<file path="src/rtl/keypad_scanner_pkg.sv">
// rtl/keypad_scanner_pkg.sv - shared constants, debounce states and key map for the keypad scanner
//
// Purpose: constants, debounce state encoding and the row/column to key
// code map shared by keypad_scanner and key_debounce.
// Ports: none (package).
package keypad_scanner_pkg;

  localparam logic [3:0] NOKEY    = 4'd10;
  localparam int         NUM_COLS = 3;
  localparam int         NUM_ROWS = 4;

  typedef enum logic [1:0] {
    RELEASED      = 2'd0,
    PRESS_CHECK   = 2'd1,
    PRESSED       = 2'd2,
    RELEASE_CHECK = 2'd3
  } deb_state_t;

  // Rows 0-2 hold digits 1-9 left to right; row 3 is "* 0 #", where
  // * and # are not digits and report NOKEY.
  function automatic logic [3:0] key_code(input logic [1:0] r, input logic [1:0] c);
    logic [3:0] code;
    code = NOKEY;
    if (r == 2'd3) begin
      if (c == 2'd1) code = 4'd0;
    end else if (c <= 2'd2) begin
      code = {2'b00, r} * 4'd3 + {2'b00, c} + 4'd1;
    end
    return code;
  endfunction

endpackage

</file>
<file path="src/rtl/keypad_scanner_key_debounce.sv">
// rtl/keypad_scanner_key_debounce.sv - frame-based press/release debounce of the scanned key code
//
// Purpose: turns the per-frame key code into a stable key level. A digit
// must be seen in DEBOUNCE consecutive frames to be reported; a reported
// digit must be absent for DEBOUNCE consecutive frames to be released.
// Ports:
//   clock, reset   system clock, asynchronous active-high reset
//   frame_done     one-cycle strobe, frame_code valid
//   frame_code     digit seen this frame, or NOKEY
//   key            debounced digit or NOKEY (registered)
//   key_event      one-cycle pulse on NOKEY -> digit (registered)
module key_debounce
  import keypad_scanner_pkg::*;
#(
  parameter int DEBOUNCE = 4
) (
  input  logic       clock,
  input  logic       reset,
  input  logic       frame_done,
  input  logic [3:0] frame_code,
  output logic [3:0] key,
  output logic       key_event
);

  localparam int CNT_W = $clog2(DEBOUNCE + 1);

  deb_state_t       state, state_n;
  logic [CNT_W-1:0] count, count_n, count_inc;
  logic [3:0]       candidate, candidate_n;
  logic [3:0]       key_n;
  logic             key_event_n;
  logic             at_limit;

  assign count_inc = count + 1'b1;
  assign at_limit  = (count_inc == CNT_W'(DEBOUNCE));

  always_ff @(posedge clock or posedge reset) begin
    if (reset) begin
      state     <= RELEASED;
      count     <= '0;
      candidate <= NOKEY;
      key       <= NOKEY;
      key_event <= 1'b0;
    end else begin
      state     <= state_n;
      count     <= count_n;
      candidate <= candidate_n;
      key       <= key_n;
      key_event <= key_event_n;
    end
  end

  always_comb begin
    state_n     = state;
    count_n     = count;
    candidate_n = candidate;
    key_n       = key;
    key_event_n = 1'b0;
    if (frame_done) begin
      unique case (state)
        RELEASED: begin
          if (frame_code != NOKEY) begin
            state_n     = PRESS_CHECK;
            candidate_n = frame_code;
            count_n     = CNT_W'(1);
          end
        end
        PRESS_CHECK: begin
          if (frame_code == candidate) begin
            count_n = count_inc;
            if (at_limit) begin
              state_n     = PRESSED;
              key_n       = candidate;
              key_event_n = 1'b1;
              count_n     = '0;
            end
          end else begin
            // A different digit restarts from RELEASED rather than being
            // adopted, so every candidate gets a full run of its own.
            state_n = RELEASED;
            count_n = '0;
          end
        end
        PRESSED: begin
          if (frame_code != key) begin
            state_n = RELEASE_CHECK;
            count_n = CNT_W'(1);
          end
        end
        RELEASE_CHECK: begin
          if (frame_code == key) begin
            state_n = PRESSED;
            count_n = '0;
          end else begin
            count_n = count_inc;
            if (at_limit) begin
              // Always drop to NOKEY first so downstream sees a release
              // between two different digits.
              state_n = RELEASED;
              key_n   = NOKEY;
              count_n = '0;
            end
          end
        end
        default: state_n = RELEASED;
      endcase
    end
  end

endmodule

</file>
<file path="src/rtl/keypad_scanner.sv">
// rtl/keypad_scanner.sv - 4x3 matrix keypad scanner with row sync, column drive and debounce
//
// Purpose: drives the keypad columns one at a time, samples the
// synchronized rows at the end of each column slot, reduces a full frame
// to a single key code (rejecting multi-press) and debounces it.
// Ports:
//   clock, reset   system clock, asynchronous active-high reset
//   row[3:0]       keypad rows, active-low, asynchronous
//   col[2:0]       column drive, active-low, one-hot-low
//   key[3:0]       debounced digit 0-9 or NOKEY
//   key_event      one-cycle pulse on NOKEY -> digit
module keypad_scanner
  import keypad_scanner_pkg::*;
#(
  parameter int SCAN_DIV = 16,
  parameter int DEBOUNCE = 4
) (
  input  logic       clock,
  input  logic       reset,
  input  logic [3:0] row,
  output logic [2:0] col,
  output logic [3:0] key,
  output logic       key_event
);

  localparam int DIV_W = $clog2(SCAN_DIV);

  logic [3:0]       sync1, sync2;
  logic [DIV_W-1:0] div;
  logic [1:0]       col_idx;
  logic [1:0]       acc_count;
  logic [3:0]       acc_code;

  logic             sample;
  logic             frame_done;
  logic [2:0]       col_hits;
  logic [3:0]       col_code;
  logic [3:0]       hit_sum;
  logic [1:0]       sat_count;
  logic [3:0]       sum_code;
  logic [3:0]       frame_code;

  always_ff @(posedge clock or posedge reset) begin
    if (reset) begin
      sync1 <= 4'b1111;
      sync2 <= 4'b1111;
    end else begin
      sync1 <= row;
      sync2 <= sync1;
    end
  end

  assign sample     = (div == DIV_W'(SCAN_DIV - 1));
  assign frame_done = sample && (col_idx == 2'd2);

  always_ff @(posedge clock or posedge reset) begin
    if (reset) begin
      div     <= '0;
      col_idx <= 2'd0;
    end else if (sample) begin
      div     <= '0;
      col_idx <= (col_idx == 2'd2) ? 2'd0 : col_idx + 2'd1;
    end else begin
      div <= div + 1'b1;
    end
  end

  always_comb begin
    col = 3'b111;
    unique case (col_idx)
      2'd0:    col = 3'b110;
      2'd1:    col = 3'b101;
      2'd2:    col = 3'b011;
      default: col = 3'b111;
    endcase
  end

  // Rows pressed in the current column. The stored code is only used
  // when exactly one key was seen in the whole frame.
  always_comb begin
    col_hits = 3'd0;
    col_code = NOKEY;
    for (int r = 0; r < NUM_ROWS; r++) begin
      if (!sync2[r]) begin
        col_hits = col_hits + 3'd1;
        col_code = key_code(2'(r), col_idx);
      end
    end
  end

  // Frame totals including the current sample; the hit count saturates
  // at 2 because only "none", "one" and "several" matter. * and # count
  // as hits but carry NOKEY, so they also block a lone digit.
  always_comb begin
    hit_sum    = {2'b00, acc_count} + {1'b0, col_hits};
    sat_count  = (hit_sum >= 4'd2) ? 2'd2 : hit_sum[1:0];
    sum_code   = (acc_count != 2'd0) ? acc_code : col_code;
    frame_code = (sat_count == 2'd1) ? sum_code : NOKEY;
  end

  always_ff @(posedge clock or posedge reset) begin
    if (reset) begin
      acc_count <= 2'd0;
      acc_code  <= NOKEY;
    end else if (frame_done) begin
      acc_count <= 2'd0;
      acc_code  <= NOKEY;
    end else if (sample) begin
      acc_count <= sat_count;
      acc_code  <= sum_code;
    end
  end

  key_debounce #(
    .DEBOUNCE(DEBOUNCE)
  ) u_debounce (
    .clock     (clock),
    .reset     (reset),
    .frame_done(frame_done),
    .frame_code(frame_code),
    .key       (key),
    .key_event (key_event)
  );

endmodule
</file>
<file path="config.mk">
export PLATFORM = sky130hd
export DESIGN_NAME = keypad_scanner
export DESIGN_NICKNAME = d
export VERILOG_FILES = /design/src/rtl/keypad_scanner_pkg.sv /design/src/rtl/keypad_scanner_key_debounce.sv /design/src/rtl/keypad_scanner.sv
export SDC_FILE = /design/constraint.sdc
export NUM_CORES = 1
export LEC_CHECK = 0
export ABC_CLOCK_PERIOD_IN_PS = 11300
export CAP_MARGIN = 5
export CORE_ASPECT_RATIO = 1.1
export CORE_MARGIN = 2
export CORE_UTILIZATION = 40
export DETAILED_ROUTE_END_ITERATION = 7
export GPL_ROUTABILITY_DRIVEN = 0
export PLACE_DENSITY = 0.56
export RECOVER_POWER = 50
export SLEW_MARGIN = 20
export SYNTH_ARGS = -nofsm -noshare
export SYNTH_HDL_FRONTEND = slang
export SYNTH_HIERARCHICAL = 1
export SYNTH_SLANG_ARGS = --single-unit
</file>
<file path="constraint.sdc">
create_clock -name clock -period 11.3 [get_ports clock]
set_input_delay 1.695 -clock clock [delete_from_list [all_inputs] [get_ports clock]]
set_output_delay 1.695 -clock clock [all_outputs]
set_load 0.02 [all_outputs]
</file>
======== Word level (Yosys, flattened, before mapping) ========
Index checks and enable logic that the tools add are counted.
storage, ports and cells
  register bits after elaboration ......... 34
  input port bits ......................... 6
operators by class
  $add $sub $neg .......................... 12
  order comparisons ....................... 2
  equal/unequal tests ..................... 20
  muxes and demuxes ....................... 44
  reduce and logical (&&, ||, !) cells .... 10
operator list
  operator               number
  $mux W4                17
  $mux W3                8
  $mux W2                10
  $add A3 B1 Y3 const B  4
  $pmux W3 S4            1
  $ne A2 B1 Y1 const B   5
  $pmux W3 S3            1
  $add A4 B1 Y4 const B  2
  $eq A4 B4 Y1           2
  $pmux W2 S4            1
  $pmux W4 S2            1
  $eq A2 B1 Y1 const B   3
  $eq A2 B2 Y1 const B   3
  $reduce_and A3 Y1      2
  $reduce_and A6 Y1      1
  $reduce_bool A2 Y1     3
  $mux W1                5
  $reduce_and A5 Y1      1
  $add A2 B3 Y4          1
  $add A3 B1 Y4 const B  1
  $add A3 B2 Y4 const A  1
  $eq A4 B4 Y1 const B   1
  $ge A4 B2 Y1 const B   1
  $logic_not A2 Y1       2
  11 further kinds       11

======== Depth between registers and ports, before layout ========
Gate-level depths: netlist of the first run.
  word-level depth ........................ 16
  depth in mapped cells ................... 16

======== Cells and area by module ========
The synthesis of the first run kept the hierarchy.
by module, submodules not included
  module          times used  cells each  area each (µm²)
  keypad_scanner  1           116         1,209.9
  key_debounce    1           75          822.0

======== Least setup slack after synthesis of the first run ========
Ideal clock, no wire load.
  kind .................................... register -> register
  start ................................... register sync2[0]
  end ..................................... register u_debounce.count[2]
  setup time .............................. 124 ps
  data arrival time ....................... 3,941 ps
  slack ................................... 7,235 ps
  cell stages (with the launch flop) ...... 15
  path buffers ............................ 0
  cells stage by stage .................... dfstp_2 inv_1 ha_1 xnor2_1 ha_1 mux2_2 fa_1 nand4b_1 mux2_4 nand3b_1 xor2_1 nor4_4 a31oi_1 and4b_1 a211o_1
between the ends
  word-level cells in the longest chain between the ends .. 15
  elaborated cells on any way between the ends .. 27
  classes of those cells .................. 4 x add/sub; 1 x order compare; 7 x eq/ne; 14 x mux; 1 x reduce/logical
RTL lines
  item                                                     line                               RTL
  start: declaration                                       keypad_scanner.sv:28               logic [3:0] sync1, sync2;
  start signal: assignment                                 keypad_scanner.sv:49               sync2 <= sync1;
  $mux W1                                                  keypad_scanner.sv:84               if (!sync2[r]) begin
  $add A3 B1 Y3                                            keypad_scanner.sv:85               col_hits = col_hits + 3'd1;
  $mux W3                                                  keypad_scanner.sv:84
  $add A3 B1 Y3                                            keypad_scanner.sv:85
  $mux W3                                                  keypad_scanner.sv:84
  $add A3 B1 Y3                                            keypad_scanner.sv:85
  $mux W3                                                  keypad_scanner.sv:84
  $add A2 B3 Y4                                            keypad_scanner.sv:95               hit_sum = {2'b00, acc_count} + {1'b0, col_hits};
  $ge A4 B2 Y1                                             keypad_scanner.sv:96               sat_count = (hit_sum >= 4'd2) ? 2'd2 : hit_sum[1:0];
  $mux W2                                                  keypad_scanner.sv:96
  $eq A2 B1 Y1                                             keypad_scanner.sv:98               frame_code = (sat_count == 2'd1) ? sum_code : NOKEY;
  $mux W4 (*)                                              keypad_scanner.sv:98
  net frame_code[1]                                        keypad_scanner.sv:41               logic [3:0] frame_code;
  $eq A4 B4 Y1 (tied with other cells)                     keypad_scanner_key_debounce.sv:91  if (frame_code == key) begin
  $mux W3 (tied with other cells)                          keypad_scanner_key_debounce.sv:91
  $pmux W3 S4 / $reduce_and A3 Y1 (equally long branches)  --
  end signal: assignment                                   keypad_scanner_key_debounce.sv:46  count <= count_n;
  end: declaration                                         keypad_scanner_key_debounce.sv:28  logic [CNT_W-1:0] count, count_n, count_inc;
The timed path passes the listed nets; every way through them passes the cells marked *.
A chain may end at the register's enable or synchronous reset.

======== Worst setup path after layout of the first run ========
Same ends and word-level chain as after synthesis.

==> out/results.tsv, run 1 <==
metric	value	unit
postSynthCellCount	191	
clock_path_buffers	2	
htree_levels	2	
grtUsageTotal	14.8	%
slew_headroom	49.2	%
cp-end-kind	register	
skew	0.00577	ns
path_depth	14	
postCtsSetupRepairBufs	0	
yosysWarnings	6	
antenna_found_initial	0	
rsz0062_at_grt	no	
rr_worst_depth	14	
post_drt_wl_per_cell	14.6	um
power.leakage	0.00105	uW
final_common_cell	dfrtp_1	
setup_tns	0	ns
hp-class	reg -> reg	
drt-initial-drc-count	40	
final_cell_mix	dfrtp_1 (20), nor2_1 (17), inv_1 (16), nand2_1 (16), ha_1 (15)	
grt_busiest_layer	met2	
grt.met2_usage	25.5	%
finalHoldViolCount	0	
p_int	194	uW
dr_total_vias	1420	
root_buffer	clkbuf_8	
routed_wl	3.87	mm
critPathTopFamily	adder cells	
grt_pass1_wl	6.64	mm
slowest_delay	0.55	ns
chipWidth	72.0	um
diodes	0	
multi_input_area	0.00106	mm^2
hold_path_depth	0	
powerDensity	118	mW/mm^2
timing.fmax	0.225	GHz
path_buf_inv	1	
n_fill_cell	476	
dr.pass1.iters	4	
hold_buffers	0	
regArea	868	um^2
crit_type	reg -> reg	
crit_chain	inv_1, ha_1, xnor2_1, ha_1, mux2_2, fa_1, nand4b_1, mux2_4, a21oi_1, xor2_1, nor4_4, a31oi_1, and4b_1, a211o_1	
dp_hpwl	2.92	mm
dpl_cell_area	0.00220	mm^2
ys_ff_latch	34	
clkSinkCount	34	
grtUsageMet1	18.1	%
drive_gt1_share	16.9	%
setup-violations-final	0	
p_switching	73.8	uW
die_h	78.8	um
start_util	40.9	%
combPwrFrac	16.0	%
post-route-drc-count	0	
r2r_start	sync2[0]	
cp_common_cell	ha_1	
yosysSeqAreaShare	42.7	%
swShare	27.5	%
syn_to_final_growth	12.0	%
cp-start-kind	register	
cap_violations	0	
via_per_inst	5.36	
cts_tree	built	
seqPwrFrac	52.5	%
port_buffers	13	
startpoint	sync2[0]	
syn_area_per_cell	10.6	um^2
fin_crit	4.44	ns
grt_pass1_vias	1458	
io_pins	14	
worstReg2RegEnd	u_debounce/count[2]	
synth_area	0.00203	mm^2
nets	228	
grt_use_met3	3.30	%
synth_ff_type	dfrtp_1	
ant_nets	0	
power.share.clock	31.5	%
grt_max_degree	21	
std_cell_rows	27	
fin_area	0.00228	mm^2
path_max_fanout	5	
worst_pin_slew	0.762	ns
cp.arrival	4.60	ns
status	complete, no violations	
max-vdd-ir-drop	0.0536	mV
final_max_slew_viol_count	0	
period_share	39.3	%
synth_edf_count	0	
cts_inserted_buffers	5	
critical_path_required	11.47	ns
synth_cell_type_count	46	
r2r_setup_slack	6.86	ns
endpoint	u_debounce/count[2]	
clk_latency	0.28	ns
core	0.00497	mm^2
synthArstFlopShare	100	%
clkTransAtPathRegs	0.07	ns
grt-ovfl-total	0	
die_area	0.00567	mm^2
ctsResizeCount	0	
slowest_stage	dfstp_2	
syn-num-nets	213	
[metrics by stage]
| step | utilization (%) | cells | hold slack (ns) | power, uW | setup slack, ns |
|---|---|---|---|---|---|
| finish | 45.8 | 265 | 0.357 | 268 | 6.86 |
| global route | 45.8 | 265 | 0.362 | 284 | 6.60 |
| CTS | 46.0 | 265 | 0.358 | 274 | 6.86 |
| detailed placement | 44.4 | 257 | 0.348 | 187 | 6.87 |
| global placement | 44.4 | 257 | 0.347 | 184 | 7.04 |
| floorplan | - | 191 | 0.345 | 177 | 7.24 |
[power groups by stage]
stage	registers (uW)	logic [uW]	clock network, uW
2_1_floorplan	138	38.8	0
5_1_grt	142	47.8	94.4
6_report	141	43.0	84.4
3_3_place_gp	143	42.0	0
3_5_place_dp	143	43.7	0
4_1_cts	141	44.1	88.7
[state kept, by name (all words and copies together) (netlist names)]
signal,flops
u_debounce/key_event,1
u_debounce/key,4
u_debounce/candidate,4
div,4
acc_code,4
u_debounce/count,3
col_idx,2
u_debounce/state,2
acc_count,2
sync2,4
sync1,4
[synthesized netlist by cell type, types with 2 or more instances]
cell      number  area (um^2)
a31oi_1        2         12.5
dfrtp_1       20          500
nand2b_1       5         31.3
nor4_4         2         42.5
nor2_1        17         63.8
nand3_1        4         20.0
o221ai_1       3         26.3
xor2_1         9         78.8
xnor2_1        2         17.5
nor2b_1        5         31.3
mux2_2         7         78.8
dfstp_2       14          368
mux2_4         2         30.0
a21oi_1        7         35.0
inv_1         16         60.1
o21bai_1       2         15.0
ha_1          15          188
nand2_1       16         60.1
clkbuf_1       2         7.51
mux2i_1        4         40.0
o21ai_0       12         60.1
[cell type report]
class / count / share of cell area, %
flip-flops and latches: 34 / 38.2
clock buffers: 6 / 3.19
repair buffers: 13 / 5.72
multi-input cells: 136 / 46.7
well taps: 58 / 3.19
inverters: 16 / 2.64
clock inverters: 2 / 0.440
[per-layer routing]
metal	vias to the layer above	wire length [um]
met1	694	1690
met5	-	0
met2	37	1970
li1	685	-
met3	4	180
met4	0	35
[how the worst min path moves through the flow]
stage                     startpoint       end
after floorplan             sync1[0]  sync2[0]
after global placement      sync1[2]  sync2[2]
after detailed placement    sync1[2]  sync2[2]
after CTS                   sync1[2]  sync2[2]
after global routing        sync1[3]  sync2[3]
final                       sync1[2]  sync2[2]
[cells by family (layout without fill, tap and decap cells)]
kind of cell | after synthesis | after routing | synth area share, %
AO/OA/AOI/OAI | 39 | 39 | 13.6
XOR/XNOR | 12 | 12 | 5.54
adder cells (fa/ha/maj) | 16 | 16 | 10.2
buffers and inverters | 21 | 37 | 4.50
flip-flops | 34 | 34 | 42.7
multiplexers | 13 | 13 | 7.33
AND/OR/NAND/NOR | 56 | 56 | 16.1
Note: power is estimated with default switching activity, not from simulation.
==> run 2, diff against run 1 <==
- ABC_CLOCK_PERIOD_IN_PS: 11300 -> 3820
- PLACE_DENSITY: 0.56 -> 0.58
- clock period: 11.3 -> 3.82 ns (I/O delays scaled with it)
==> run 2 against run 1 <==
  * The flow now finishes with violations (setup timing)
  * Via count is 3.9% higher
  * Wire length is 8.7% higher
  * Sequential share of layout area is 3.9 points lower
  * Clock power grew to 3.2 times the previous value
  * Sequential power grew to 3.0 times the previous value
  * Highest routed layer unchanged
  * Critical endpoint is now u_debounce/key[1]
  * Power grew to 3.2 times the previous value
==> out/results.tsv, run 2 (synthesis results as in run 1) <==
metric	value	unit
status	finished, violations left	
violations	setup timing	
critical_path_required	4.04	ns
cp-start-kind	register	
core	0.00497	mm^2
io_pins	14	
dr_total_vias	1476	
rr_worst_depth	14	
antenna_found_initial	0	
die_h	78.8	um
port_buffers	13	
path_max_fanout	5	
slew_headroom	51.2	%
ant_nets	0	
root_buffer	clkbuf_8	
cp.arrival	4.25	ns
setup_tns	-1.14	ns
grt_pass1_wl	6.96	mm
skew	0.00795	ns
endpoint	u_debounce/key[1]	
startpoint	sync2[0]	
fin_area	0.00254	mm^2
timing.fmax	0.248	GHz
final_max_slew_viol_count	0	
design_power_total	865	uW
drive_gt1_share	30.3	%
die_area	0.00567	mm^2
crit_type	reg -> reg	
clk_latency	0.28	ns
grt_max_degree	21	
clkSinkCount	34	
via_per_inst	5.35	
fin_crit	4.03	ns
r2r_setup_slack	-0.21	ns
period_share	106	%
drt-initial-drc-count	43	
diodes	0	
grtUsageTotal	16.0	%
worstReg2RegEnd	u_debounce/key[1]	
r2r_start	sync2[0]	
finalHoldViolCount	0	
syn_to_final_growth	24.8	%
hold_buffers	0	
chipWidth	72.0	um
start_util	40.9	%
powerDensity	341	mW/mm^2
grt-ovfl-total	0	
grt_pass1_vias	1503	
power.leakage	0.00115	uW
dpl_cell_area	0.00231	mm^2
routed_wl	4.21	mm
cap_violations	0	
cts_inserted_buffers	5	
std_cell_rows	27	
whs	0.352	ns
htree_levels	2	
post_drt_wl_per_cell	15.2	um
setup_ws	-0.211	ns
post-route-drc-count	0	
rsz0062_at_grt	yes	
cp-end-kind	register	
hp-class	reg -> reg	
worst_pin_slew	0.731	ns
clkTransAtPathRegs	0.07	ns
final_cell_mix	dfrtp_1 (20), nand2_1 (16), inv_1 (15), nor2_1 (15)	
max-vdd-ir-drop	0.222	mV
clock_path_buffers	2	
setup-violations-final	9	
post-place-ws	-0.227	ns
final_common_cell	dfrtp_1	
nets	239	
dp_hpwl	3.13	mm
dr.pass1.iters	4	
cts_tree	built	
[run 2: cell count changes in the layout (fill, tap and decap cells not counted), sizes merged]
| cell | previous run | this run |
|---|---|---|
| buf | 0 | 11 |
| clkbuf | 6 | 7 |
| clkinv | 2 | 1 |
[run 2: timing repair]
action,in CTS,in global routing
pin swaps,3,1
gates resized for setup,14,7
setup endpoints to repair,8,11
setup buffers,2,1
[run 2: critical path, cell delays in order (launching register included)]
cell and delay, ns:
dfstp_2 0.54, inv_2 0.05, ha_4 0.24, xnor2_2 0.13, ha_1 0.30, mux2_4 0.28, fa_1 0.48, nand4b_1 0.21
mux2_4 0.33, nand3b_1 0.19, buf_6 0.16, xor2_2 0.18, nor4_4 0.28, o311a_4 0.25, mux2_2 0.33
[run 2: report_power, final]
part           switching (uW)  leakage (uW)  internal, uW
combinational            85.1      0.000678          83.7
sequential               30.9      0.000420           391
clock                     129     0.0000482           145
[run 2: layer usage]
layer,GRT usage [%],wire [um],up-vias
li1,-,-,708
met1,19.7,1890,746
met2,27.6,2160,17
met3,3.81,94,5
met4,5.09,59,0
met5,0,0,-
[run 2: worst min path at each step]
stage,depth (start not counted),end,from
2_1_floorplan,0,sync2[0],sync1[0]
3_3_place_gp,0,sync2[2],sync1[2]
3_5_place_dp,0,sync2[3],sync1[3]
4_1_cts,0,sync2[1],sync1[1]
5_1_grt,0,sync2[1],sync1[1]
6_report,0,sync2[3],sync1[3]
[run 2: area by class of cell]
cell class	instances	area, um^2
Sequential cell	34	868
Timing Repair Buffer	24	220
Inverter	16	60.1
Clock buffer	7	86.3
Clock inverter	1	5.00
Fill cell	427	2430
Tap cell	58	72.6
Multi-Input combinational cell	136	1220
[run 2: stage by stage]
step                      cells  util [%]
after floorplan             191         -
after global placement      265      46.5
after detailed placement    265      46.5
after CTS                   275      50.0
after global routing        276      51.1
final                       276      51.1
==> edit 1 (settings of run 1) <==
The package constant `NUM_ROWS` goes from 4 to 3.
--- a/src/rtl/keypad_scanner_pkg.sv
+++ b/src/rtl/keypad_scanner_pkg.sv
@@ -7,7 +7,7 @@
 
   localparam logic [3:0] NOKEY    = 4'd10;
   localparam int         NUM_COLS = 3;
-  localparam int         NUM_ROWS = 4;
+  localparam int         NUM_ROWS = 3;
 
   typedef enum logic [1:0] {
     RELEASED      = 2'd0,
Behaviour: same outputs for any inputs over 10 cycles, from zero or initial values and one cycle with reset high; that may be too few to reach the edited logic, so the function may still have changed.
==> edit 1 against run 1 <==
- critical path depth decreased by 1
- cell count decreased by 4.9%
- routed wire length decreased by 10%
- design area decreased by 4.6%
- highest routed layer unchanged
- total power increased by 9.3%
- via count decreased by 6.8%
- sequential cell count decreased by 2
- fmax increased by 15%
- first-iteration DRC count decreased by 7.5%
- sequential share of layout area decreased by 0.57 points
- largest power group unchanged
- setup slack improved by 0.57 ns
- synthesized area decreased by 6.8%
- combinational power decreased by 11%
==> edit 1: results (changes against run 1) <==
* Placed Cells at 244 (-5.1%)
* Top delay family on crit path: simple AND/OR/NAND/NOR gates
* # Post-CTS Setup Buffers at 0 (unchanged)
* Max-slew violation count at 0 (unchanged)
* Post-Syn Instances at 181 (-5.2%)
* Commonest cells in the netlist: dfrtp_1 (20), inv_1 (16), nand2_1 (16)
* Detailed Routing Iterations Pass 1 at 4 (unchanged)
* Initial antenna violation count at 0 (unchanged)
* Status: finished, final reports clean
* Min-Delay Path Depth at 0 (unchanged)
* Global-route wire length before repair at 5996 um (-9.7%)
* Internal power at 220.7 uW (+14%)
* Part of the Yosys area used for sequential elements at 43.06% (+0.33 points)
* Filler Cell Count at 424 (-11%)
* Dpl cell area at 0.002044 mm2 (-7.2%)
* Clk_skew at 0.005889 ns (+0.0001203 ns)
* Critical Path Fanout Max at 6 (+1)
* # nets final at 217 (-4.8%)
* Largest net degree at the start of global routing at 19 (-9.5%)
* 1st-iter DRT viols at 37 (-7.5%)
* Worst min path class: flop to flop
* Worst slew margin at 52.85% (+3.7 points)
* Max VDD drop at 0.0001057 V (+97%)
* Maximum Capacitance Violations at 0 (unchanged)
* Dpl hpwl at 2650 um (-9.1%)
* Core Util, Final at 47.33% (+1.5 points)
* Synth area leaders: dfrtp_1 (26%), dfstp_2 (17%), ha_1 (9.9%)
* Post-Syn Nets at 203 (-4.7%)
* Post-route insts no fill at 252 (-4.9%)
* GRT Resource Usage Total at 14.14% (-0.64 points)
* WP data arrival at 4.04 ns (-0.56 ns)
* Yosys warns at 6 (unchanged)
* # port buffers at 12 (-1)
* R2R depth at 13 (-1)
* Count of cell types in the netlist at 46 (unchanged)
* Share of cells above drive strength 1 at 15.82% (-1.1 points)
* Number of global-route vias before repair at 1292 (-11%)
* Crit path largest cell delay at 0.58 ns (+0.03 ns)
* P_leak at 0.001012 uW (-3.6%)
* Root Driver: clkbuf_8
* Drt wl/cell at 13.81 um (-5.5%)
* Vias per Instance at 5.250 (-2.0%)
* Diode count at 0 (unchanged)
* Clock latency on the worst-skew pair at 0.29 ns
* CTS-repair resized insts at 0 (unchanged)
* Dpl ws at 7.484 ns (+0.6134 ns)
* CP max stage cell: dfstp_2
* H-Tree Depth at 2 (unchanged)
[edit 1: cell count changes in the layout (fill, tap and decap cells not counted), sizes merged, moves of 3 or more]
cell	run 1	this run
mux2	9	6
o21ai	13	9
nand3	4	7
nor2	17	12
[edit 1: final cells by class]
class / instances / area share, %
multi-input cells: 128 / 45.07
well taps: 56 / 3.228
inverters: 16 / 2.767
clock inverters: 1 / 1.383
flip-flops and latches: 32 / 37.58
repair buffers: 12 / 5.533
clock buffers: 7 / 4.438
[edit 1: path summary, 6_finish.rpt]
check	startpoint	to	slack (ns)
max	sync2[1]	u_debounce/count[2]	7.43
max in group asynchronous	reset	acc_count[0]	8.94
min in group asynchronous	reset	u_debounce/candidate[0]	1.93
min reg2reg	sync1[1]	sync2[1]	0.35
min	sync1[1]	sync2[1]	0.35
max reg2reg	sync2[1]	u_debounce/count[2]	7.43
[edit 1: per-layer routing]
metal / vias up / wire length [um] / part of all wire [%] / global-route usage [%]
li1: 652 / - / - / -
met4: 0 / 44 / 1.3 / 4.038
met1: 648 / 1548 / 44 / 16.64
met3: 5 / 136 / 3.9 / 5.159
met2: 18 / 1749 / 50 / 24.23
met5: - / 0 / 0 / 0
[edit 1: power by group through the flow]
| stage | Clock (uW) | Sequential (uW) | Combinational [uW] |
|---|---|---|---|
| floorplan | 0 | 132 | 35.8 |
| global placement | 0 | 137 | 37.9 |
| detailed placement | 0 | 137 | 39.0 |
| CTS | 122 | 135 | 39.1 |
| global route | 129 | 137 | 43.3 |
| finish | 120 | 135 | 38.4 |
[edit 1: logic make-up after synthesis]
kind of cell	Yosys count	synth area share, %
compound gates	39	14.86
xor+xnor	10	4.624
fa+ha+maj	16	10.96
buf+inv	21	5.284
flops	32	43.06
mux	10	5.680
simple gates	53	15.52
==> edit 2 (config.mk and constraints of run 1) <==
Without the edit above. Re-encode `deb_state_t` (4 states) as one-hot, 4 bits wide.
--- a/src/rtl/keypad_scanner_pkg.sv
+++ b/src/rtl/keypad_scanner_pkg.sv
@@ -9,11 +9,11 @@
   localparam int         NUM_COLS = 3;
   localparam int         NUM_ROWS = 4;
 
-  typedef enum logic [1:0] {
-    RELEASED      = 2'd0,
-    PRESS_CHECK   = 2'd1,
-    PRESSED       = 2'd2,
-    RELEASE_CHECK = 2'd3
+  typedef enum logic [3:0] {
+    RELEASED      = 4'b0001,
+    PRESS_CHECK   = 4'b0010,
+    PRESSED       = 4'b0100,
+    RELEASE_CHECK = 4'b1000
   } deb_state_t;
 
   // Rows 0-2 hold digits 1-9 left to right; row 3 is "* 0 #", where
Behaviour: no difference found for any inputs over 10 cycles, from zero or initial values and one cycle with reset high; not proved beyond that.
==> edit 2 against run 1 <==
- critical path depth is the same
- via count grew 4.9%
- sequential cell count grew 2
- non-clock buffer count unchanged
- routed wire length is 1.3% higher
- total power fell by 5.7%
- die area up 5.5%
- design area rose by 7.0%
- setup slack better by 0.060 ns
- clock power grew 13%
- sequential share of layout area decreased by 0.40 points
- synthesized area up 5.8%
- hold slack about the same
==> edit 2: results (changes against run 1) <==
* Status: finished, final reports clean
* Worst R2R Start: sync2[1]
* Part of the Yosys area used for sequential elements at 42.78% (+0.048 points)
* Dpl cell area at 0.002346 mm2 (+6.5%)
* 1st-iter DRT viols at 85 (+110%)
* Synth area leaders: dfrtp_1 (24%), dfstp_2 (18%), ha_1 (9.3%)
* Sequential share of cell area at 37.75% (-0.40 points)
* Clk_skew at 0.004822 ns (-0.0009467 ns)
* Crit path largest cell delay at 0.59 ns (+0.04 ns)
* Placed Cells at 288 (+12%)
* Post-Syn Instances at 204 (+6.8%)
* Footprint of the multi-input gates at 0.001131 mm2 (+6.5%)
* Multi-input gate share of the layout cell area at 46.43% (-0.24 points)
* P_leak at 0.001058 uW (+0.78%)
* GRT Resource Usage Total at 15.09% (+0.31 points)
* FP Rows at 28 (+3.7%)
* Clock buf/inv share at 3.698% (+0.070 points)
* Crit path time final at 4.376 ns (-0.06040 ns)
* Commonest cells in the netlist: dfrtp_1 (21), inv_1 (19), nand2_1 (18)
* R2R setup slack at 6.92 ns (+0.06 ns)
* Final WL at 3923 um (+1.3%)
* Clk_buf instances at 8 (+2)
* Vias per Instance at 5.034 (-6.1%)
* Critical Path Fanout Max at 7 (+2)
* P_sw at 59.93 uW (-19%)
* Inverters at 19 (+3)
* NonClk Buf Share at 5.342% (-0.38 points)
* Via count at 1490 (+4.9%)
-- edit 2: cell types whose count changed after synthesis, sizes merged, moves of 4 or more --
| cell | delta |
|---|---|
| xnor2 | +9 |
| xor2 | -8 |
| nand4 | +4 |
| nor4b | +4 |
-- edit 2: worst min path at each step --
stage	startpoint	cells past startpoint	end	slack [ns]
after global placement	sync1[3]	0	sync2[3]	0.35
final	sync1[3]	0	sync2[3]	0.36
after global routing	sync1[3]	0	sync2[3]	0.36
after CTS	sync1[3]	0	sync2[3]	0.36
after floorplan	sync1[0]	0	sync2[0]	0.35
after detailed placement	sync1[3]	0	sync2[3]	0.35
-- edit 2: cells by family (layout without fill, tap and decap cells) --
family / Yosys count / after routing / share of synthesized area [%]
AO/OA/AOI/OAI: 39 / 39 / 13.68
buffers and inverters: 23 / 40 / 4.598
XOR/XNOR: 13 / 13 / 5.646
adder cells (fa/ha/maj): 17 / 17 / 10.24
flip-flops: 36 / 36 / 42.78
multiplexers: 10 / 10 / 5.180
AND/OR/NAND/NOR: 66 / 66 / 17.87
-- edit 2: per-layer routing --
| layer | vias up | wire length (um) | GRT usage [%] |
|---|---|---|---|
| met4 | 0 | 73 | 6.182 |
| met3 | 7 | 163 | 3.970 |
| li1 | 741 | - | - |
| met5 | - | 0 | 0 |
| met2 | 28 | 1719 | 21.25 |
| met1 | 714 | 1966 | 21.77 |
-- edit 2: power by group through the flow --
stage / Sequential, uW / Combinational [uW] / Clock [uW]
floorplan: 135 / 20.1 / 0
global route: 134 / 27.7 / 105
detailed placement: 136 / 24.8 / 0
global placement: 136 / 24.6 / 0
CTS: 133 / 25.0 / 100
finish: 133 / 24.2 / 95.4
